File: src/rtl/jtopl_eg_ctrl.sv
// Envelope controller for the OPL envelope generator: recirculating per-slot ADSR
// phase, attenuation, key latch and counter bit, plus the global envelope counter.
module jtopl_eg_ctrl #(
    parameter int NSLOTS = 18
) (
    input  logic        clk,
    input  logic        rst_n,
    input  logic        cen,
    input  logic        zero,
    input  logic        keyon,
    input  logic        en_sus,
    input  logic [3:0]  arate,
    input  logic [3:0]  drate,
    input  logic [3:0]  rrate,
    input  logic [3:0]  sl,
    input  logic [5:0]  rate,
    input  logic        step,
    input  logic        sum_up,
    input  logic        cnt_lsb,
    output logic        attack,
    output logic [4:0]  base_rate,
    output logic [14:0] eg_cnt,
    output logic        cnt_in,
    output logic [8:0]  eg_out
);

    typedef enum logic [1:0] {
        ST_ATTACK  = 2'd0,
        ST_DECAY   = 2'd1,
        ST_SUSTAIN = 2'd2,
        ST_RELEASE = 2'd3
    } egState_e;

    egState_e    state_q [NSLOTS];
    logic [8:0]  eg_q    [NSLOTS];
    logic        konl_q  [NSLOTS];
    logic        cntl_q  [NSLOTS];
    logic [14:0] egCnt_q;
    logic [8:0]  egOut_q;

    egState_e    state_d;
    logic [8:0]  eg_d;

    egState_e    headState;
    logic [8:0]  headEg;
    logic        headKon;
    logic        stepEn;
    logic [8:0]  egInc;
    logic [9:0]  attDiff;
    logic [8:0]  egAtt;
    logic [1:0]  unusedRateLsbs;

    assign headState      = state_q[0];
    assign headEg         = eg_q[0];
    assign headKon        = konl_q[0];
    assign stepEn         = step & sum_up;
    assign unusedRateLsbs = rate[1:0];

    assign egInc   = (headEg == 9'h1FF) ? headEg : headEg + 9'd1;
    assign attDiff = {1'b0, headEg} - {4'd0, headEg[8:3]} - 10'd1;
    assign egAtt   = attDiff[9] ? 9'd0 : attDiff[8:0];

    assign attack = (headState == ST_ATTACK);
    assign cnt_in = cntl_q[0];
    assign eg_cnt = egCnt_q;
    assign eg_out = egOut_q;

    always_comb begin
        base_rate = 5'd0;
        case (headState)
            ST_ATTACK:  base_rate = {arate, 1'b0};
            ST_DECAY:   base_rate = {drate, 1'b0};
            ST_SUSTAIN: base_rate = en_sus ? 5'd0 : {rrate, 1'b0};
            default:    base_rate = {rrate, 1'b0};
        endcase
    end

    // Key edges override the level update; the DECAY exit looks at the already-updated level.
    always_comb begin
        state_d = headState;
        eg_d    = headEg;
        if (keyon && !headKon) begin
            state_d = ST_ATTACK;
        end else if (!keyon && headKon) begin
            state_d = ST_RELEASE;
        end else begin
            case (headState)
                ST_ATTACK: begin
                    if (stepEn) begin
                        eg_d = (rate[5:2] == 4'hF) ? 9'd0 : egAtt;
                    end
                    if (headEg == 9'd0) begin
                        state_d = ST_DECAY;
                    end
                end
                ST_DECAY: begin
                    if (stepEn) begin
                        eg_d = egInc;
                    end
                    if (eg_d[8:4] >= {1'b0, sl}) begin
                        state_d = ST_SUSTAIN;
                    end
                end
                default: begin
                    if (stepEn) begin
                        eg_d = egInc;
                    end
                end
            endcase
        end
    end

    always_ff @(posedge clk) begin
        if (!rst_n) begin
            for (int i = 0; i < NSLOTS; i++) begin
                state_q[i] <= ST_RELEASE;
                eg_q[i]    <= 9'h1FF;
                konl_q[i]  <= 1'b0;
                cntl_q[i]  <= 1'b0;
            end
            egCnt_q <= 15'd0;
            egOut_q <= 9'h1FF;
        end else if (cen) begin
            for (int i = 0; i < NSLOTS - 1; i++) begin
                state_q[i] <= state_q[i+1];
                eg_q[i]    <= eg_q[i+1];
                konl_q[i]  <= konl_q[i+1];
                cntl_q[i]  <= cntl_q[i+1];
            end
            state_q[NSLOTS-1] <= state_d;
            eg_q[NSLOTS-1]    <= eg_d;
            konl_q[NSLOTS-1]  <= keyon;
            cntl_q[NSLOTS-1]  <= cnt_lsb;
            egOut_q           <= eg_d;
            if (zero) begin
                egCnt_q <= egCnt_q + 15'd1;
            end
        end
    end

endmodule

File: config.mk
export PLATFORM = sky130hd
export DESIGN_NAME = jtopl_eg_ctrl
export DESIGN_NICKNAME = d
export VERILOG_FILES = /design/src/rtl/jtopl_eg_ctrl.sv
export SDC_FILE = /design/constraint.sdc
export NUM_CORES = 1
export LEC_CHECK = 0
export BUFFER_PORTS_ARGS = -buffer_cell sky130_fd_sc_hd__buf_4
export CORE_MARGIN = 1
export CORE_UTILIZATION = 61
export DETAILED_ROUTE_END_ITERATION = 8
export GPL_ROUTABILITY_DRIVEN = 0
export PLACE_DENSITY = 0.8
export SYNTH_ARGS = -nofsm -noshare
export SYNTH_HDL_FRONTEND = slang
export SYNTH_SLANG_ARGS = --single-unit
File: constraint.sdc
create_clock -name clk -period 10.6 [get_ports clk]
set_clock_uncertainty 0.15 [all_clocks]
set_input_delay 1.59 -clock clk [delete_from_list [all_inputs] [get_ports clk]]
set_output_delay 1.59 -clock clk [all_outputs]
set_load 0.05 [all_outputs]
==> results of run 1 <==
==> kinds of logic (layout without fill, tap and decap cells) <==
family / Yosys count / in the layout / synth area share, %
AOI/OAI and AO/OA: 76 / 76 / 4.87
muxes: 25 / 25 / 2.32
and+or+nand+nor: 357 / 357 / 19.4
other: 1 / 1 / 0.0346
adders and majority gates: 14 / 14 / 1.68
DFF: 258 / 258 / 67.5
buffers and inverters: 62 / 125 / 2.49
xor gates and xnor gates: 20 / 20 / 1.68
==> cell type report <==
class | count | area [um^2]
sequential | 258 | 7330
multi-input combinational | 493 | 3260
timing repair buffer | 61 | 458
inverter | 16 | 60.1
clock buffer | 35 | 723
fill | 1167 | 5150
clock inverter | 13 | 92.6
tap | 225 | 282
==> worst paths after layout <==
path              start       endpoint  cells after the start
max reg2reg  eg_q[0][1]  state_q[8][3]                     11
max                 cen   eg_q[0][160]                      6
min           eg_out[0]      eg_out[0]                      1
min reg2reg   eg_out[0]      eg_out[0]                      1
==> cells in the mapped netlist (15+ instances only) <==
cell,n,share of area [%]
buf_2,15,0.69
clkbuf_1,28,0.97
edfxtp_1,216,60
nand2_1,25,0.86
nor2_1,22,0.76
dfxtp_1,42,7.7
xnor2_1,15,1.2
nand3_1,19,0.88
mux2i_1,24,2.2
and3_1,23,1.3
a21oi_1,18,0.83
nor2b_1,24,1.4
nand2b_1,190,11
==> layer usage <==
layer | share of wire, % | up-vias | track usage, %
met3 | 6.9 | 52 | 4.00
li1 | - | 2976 | -
met4 | 2.5 | 0 | 7.62
met5 | 0 | - | 0
met1 | 44 | 2995 | 28.8
met2 | 47 | 221 | 32.4
==> state kept, by name (all words and copies together) (netlist names) <==
name	flops
cntl_q	18
eg_cnt	15
eg_out	9
eg_q	162
konl_q	18
state_q	36
==> power by group through the flow <==
stage                     Sequential, mW  Combinational, mW  Clock (mW)
after CTS                           1.10             0.0709       0.880
after floorplan                     1.14             0.0467           0
after detailed placement            1.13             0.0709           0
after global placement              1.13             0.0681           0
after global routing                1.10             0.0770       0.915
final                               1.10             0.0705       0.863
==> impl_results.md, run 1 <==
* Gr usage total at between 20% and 30%
* Crit-path cells: buf_4 > and2_4 > buf_4 > nand2_1 > a221oi_1 > a21oi_1
* Tightest Pin Transition at roughly 1.1 ns
* Max Buffers Root-to-Sink at 3
* Register area share after synthesis at approximately 68%
* Vias in the first global route at 5997
* HP Class: register to register
* 1st-pass router iterations at 6
* Max cap viols at 0
* Commonest non-fill, non-tap cell in the layout: edfxtp_1
* Synth-to-Final Area Change at 12.5%
* Post-CTS sizing at 0
* DRC at 0
* Pre-CTS setup slack at approximately 5.7 ns
* # rows at 48
* Distinct cell type count after synthesis at 59
* P_sw at slightly above 0.4 mW
* Gr ovfl total at 0
* Clk network pwr share at ~42%
* Mean post-synth cell area at between 10 and 15 um^2
* Cell count after synthesis at about 800
* Post-synth EDFFs at about 220
* First-pass GRT wire length at 29800 um
* Hold Vio Cnt, Final at 0
* DR WL/cell at 16.5 um
* CTS Root Cell: clkbuf_16
* Slowest cell on the critical path: and2_4
* Most frequent cells in the layout: edfxtp_1 (216), nand2b_1 (189), buf_4 (61)
* Reg power frac at 54.2%
* Top_reg_cell synth: edfxtp_1
* Mapped Area at ~0.011 mm^2
* Post-Place Cells at 1053
* Die Height at about 140 um
* CP required at ~11 ns
* Buf+Inv Stages, Crit Path at 2
* Estimated wirelength of the detail-placed design at approximately 11000 um
* DIE WIDTH at 135 um
* Final nets at roughly 900
* Warnings from Yosys at 0
* Combinational power share at under 10%
* Cell Area, Placed at 0.0114 mm^2
* CP delay by family, top: buffers and inverters
* CP arrival at between 4 and 5 ns
* Reg clk slew, reported paths at approximately 0.060 ns
* Critical path fanouts, max at 103
* Crit path kind: input pin to register
* Clk Latency, worst-skew pair at roughly 0.52 ns
* Slowest stage delay, CP at between 0.8 and 0.9 ns
* Initial Util at between 60% and 70%
* Slew HR at around 26%
* Setup TNS at 0 ns
* Routed WL at 18200 um
* Unrepaired setup endpoints after global routing: false
* Final instance area at roughly 0.012 mm^2
* Worst R2R Setup Slack at 7.44 ns
* Internal power at 1.62 mW
* I/O Buffers at 58
* Total power at around 2.0 mW
* Setup ws final at 6.28 ns
* Setup violations, final at 0
* Post-synth net total at between 800 and 900
* Status: completed
* Slew Limit Fails at 0
* P per Cell Area at approximately 170 mW/mm^2
* CP dominant cell by count: buf_4
* CP Launch Type: input pin
* CTS Buf Count at 26
* Number of DRC markers in iteration 0 at roughly 500
* Final non-filler cell total at 1101
* Largest net degree at the start of global routing at between 100 and 150
* Postcts setup bufs at 0
* VDD IR max at 139 uV
* Worst hold slack at about 0.32 ns
* Switching portion of total power at 20.2%
* Detail Route Antenna Nets at 0
* Crit path time final at between 4 and 5 ns
* Core area at between 0.015 and 0.02 mm^2
* DIE AREA at between 0.015 and 0.02 mm^2
* Routed vias/inst at about 5.7
* Fmax at around 0.23 GHz
* Ys async rst share at 0%
* Pleak at approximately 3.9 nW
* Layout Utilization at between 70% and 80%
* Period utilization at 40.8%
* Clock Sinks at between 200 and 300
* Share of cells above drive strength 1 at between 10 and 15%
* Initial antenna violation count at 0
* Cts hold-fix bufs at 0
* Crit. End Element: register
* CTS tree: built
* H-tree Lvls at 1
* Yosys reg bits at approximately 260
* Ports at 62
* Diode count at 0
* Via count at 6244
Power figures use the tool's default switching activity.
==> run 2, diff against run 1 <==
- clock period: 10.6 -> 4.1 ns (I/O delays scaled with it)
==> impl_results.md, run 2 (same netlist as run 1, synthesis figures left out) <==
* Gr usage total at 20.6%
* Post-CTS sizing at 0
* Routed WL at about 18000 um
* CTS tree: built
* HP Class: input pin to register
* Status: completed
* Period utilization at around 77%
* Register with the most flip-flops: eg_q
* Critical path fanouts, max at 6
* Worst Setup SP: eg_q[0][1]
* Most frequent cells in the layout: edfxtp_1 (216), nand2b_1 (189), buf_4 (61)
* Setup violations, final at 0
* Reg clk slew, reported paths at roughly 0.06 ns
* DIE AREA at approximately 0.018 mm^2
* Max reg flops at roughly 160
* Ports at just over 60
* Via count at a little over 6000
* Footprint of the multi-input gates at about 0.0033 mm^2
* Max cap viols at 0
* Synth-to-Final Area Change at 13.6%
* Detail Route Antenna Nets at 0
* Die Height at roughly 140 um
* Clock Sinks at 258
* Crit path kind: register to register
* Initial antenna violation count at 0
* # rows at 48
* I/O Buffers at 58
* DRC at 0
* Share of cells above drive strength 1 at 13.9%
* Unrepaired setup endpoints after global routing: false
* Core area at between 0.015 and 0.02 mm^2
* Vias in the first global route at about 6000
* First-pass GRT wire length at 29900 um
* Cts hold-fix bufs at 0
* Met2 wire len at between 8000 and 9000 um
* Final nets at roughly 900
* Crit path time final at 3.16 ns
* DR WL/cell at 16.5 um
* Diode count at 0
* Worst r2r src: eg_q[0][1]
* CTS Buf Count at 25
* Met3 WL at about 870 um
* Postcts setup bufs at 0
* Largest net degree at the start of global routing at between 90 and 100
* CTS Root Cell: clkbuf_16
* Tightest Pin Transition at 0.686 ns
* DIE WIDTH at 135 um
* Largest registers: eg_q x162, state_q x36
* Gr ovfl total at 0
* CP required at 4.21 ns
* Slew Limit Fails at 0
* Number of DRC markers in iteration 0 at between 600 and 700
* H-tree Lvls at 1
* 1st-pass router iterations at 6
* VDD IR max at ~330 uV
* Hold_sp: cnt_lsb
* Clk Latency, worst-skew pair at 0.52 ns
* P per Cell Area at 441 mW/mm^2
* Estimated wirelength of the detail-placed design at ~11000 um
* M1 WL at 8220 um
* FF/Latch Area at between 0.007 and 0.008 mm^2
* Setup TNS at 0 ns
* Hold Vio Cnt, Final at 0
* Routed vias/inst at around 5.7
* Pleak at 3.91 nW
* Commonest non-fill, non-tap cell in the layout: edfxtp_1
* Filler Cell Count at about 1200
* CP arrival at roughly 3.3 ns
* Crit. End Element: register
* Slew HR at 54.3%
* Initial Util at ~63%
* Fmax at around 0.32 GHz
* Uppermost layer routed: met4
* Max Buffers Root-to-Sink at 3
* CP Launch Type: register
* Layout Utilization at between 70% and 80%
[run 2: changes by cell type in the layout (fill, tap and decap cells not counted), moves of 2 or more]
cell and delta:
buf_12 +3, bufinv_16 +2, clkinv_2 -2, inv_4 -2
[run 2: final cells by class]
| class | count | area share, % |
|---|---|---|
| clock buffers | 36 | 6.13 |
| clock inverters | 9 | 0.964 |
| inverters | 16 | 0.487 |
| multi-input cells | 493 | 26.5 |
| flip-flops and latches | 258 | 59.4 |
| well taps | 225 | 2.28 |
| repair buffers | 64 | 4.20 |
[run 2: critical path, cell delays in order (launching register included)]
cell      delay (ns)
edfxtp_1        0.46
ha_1            0.29
nand3_1         0.24
nor2_1          0.21
nand2_1         0.09
xnor2_1         0.13
ha_1            0.26
nand2b_1        0.14
a211o_1         0.29
a21oi_1         0.16
a21boi_1        0.08
o41a_1          0.38
[run 2: per-layer routing]
metal  global-route usage (%)  up-vias
met5                        0        -
met4                     6.80        0
met3                     3.18       50
met2                     32.1      191
met1                     30.0     3010
li1                         -     2976
[run 2: worst paths after layout]
kind | slack (ns) | cells past startpoint | endpoint
max | 0.94 | 11 | state_q[8][3]
min | 0.27 | 2 | cntl_q[4][1]
max reg2reg | 0.94 | 11 | state_q[8][3]
min reg2reg | 0.34 | 1 | eg_q[0][150]
[run 2: per-stage QoR]
stage	hold slack, ns	setup WS, ns	power, mW	cells	instance area, um^2
global placement	0.306	0.884	3.09	1056	11500
global route	0.266	0.784	5.60	1101	12300
floorplan	0.325	0.903	3.04	813	10900
finish	0.269	0.939	5.44	1101	12300
CTS	0.259	0.981	5.48	1101	12300
detailed placement	0.323	0.835	3.10	1056	11500
[run 2: where the power goes]
part           switching, mW  internal, mW
sequential           0.00614          2.85
combinational          0.134        0.0557
clock                  0.931          1.47
total                   1.07          4.37
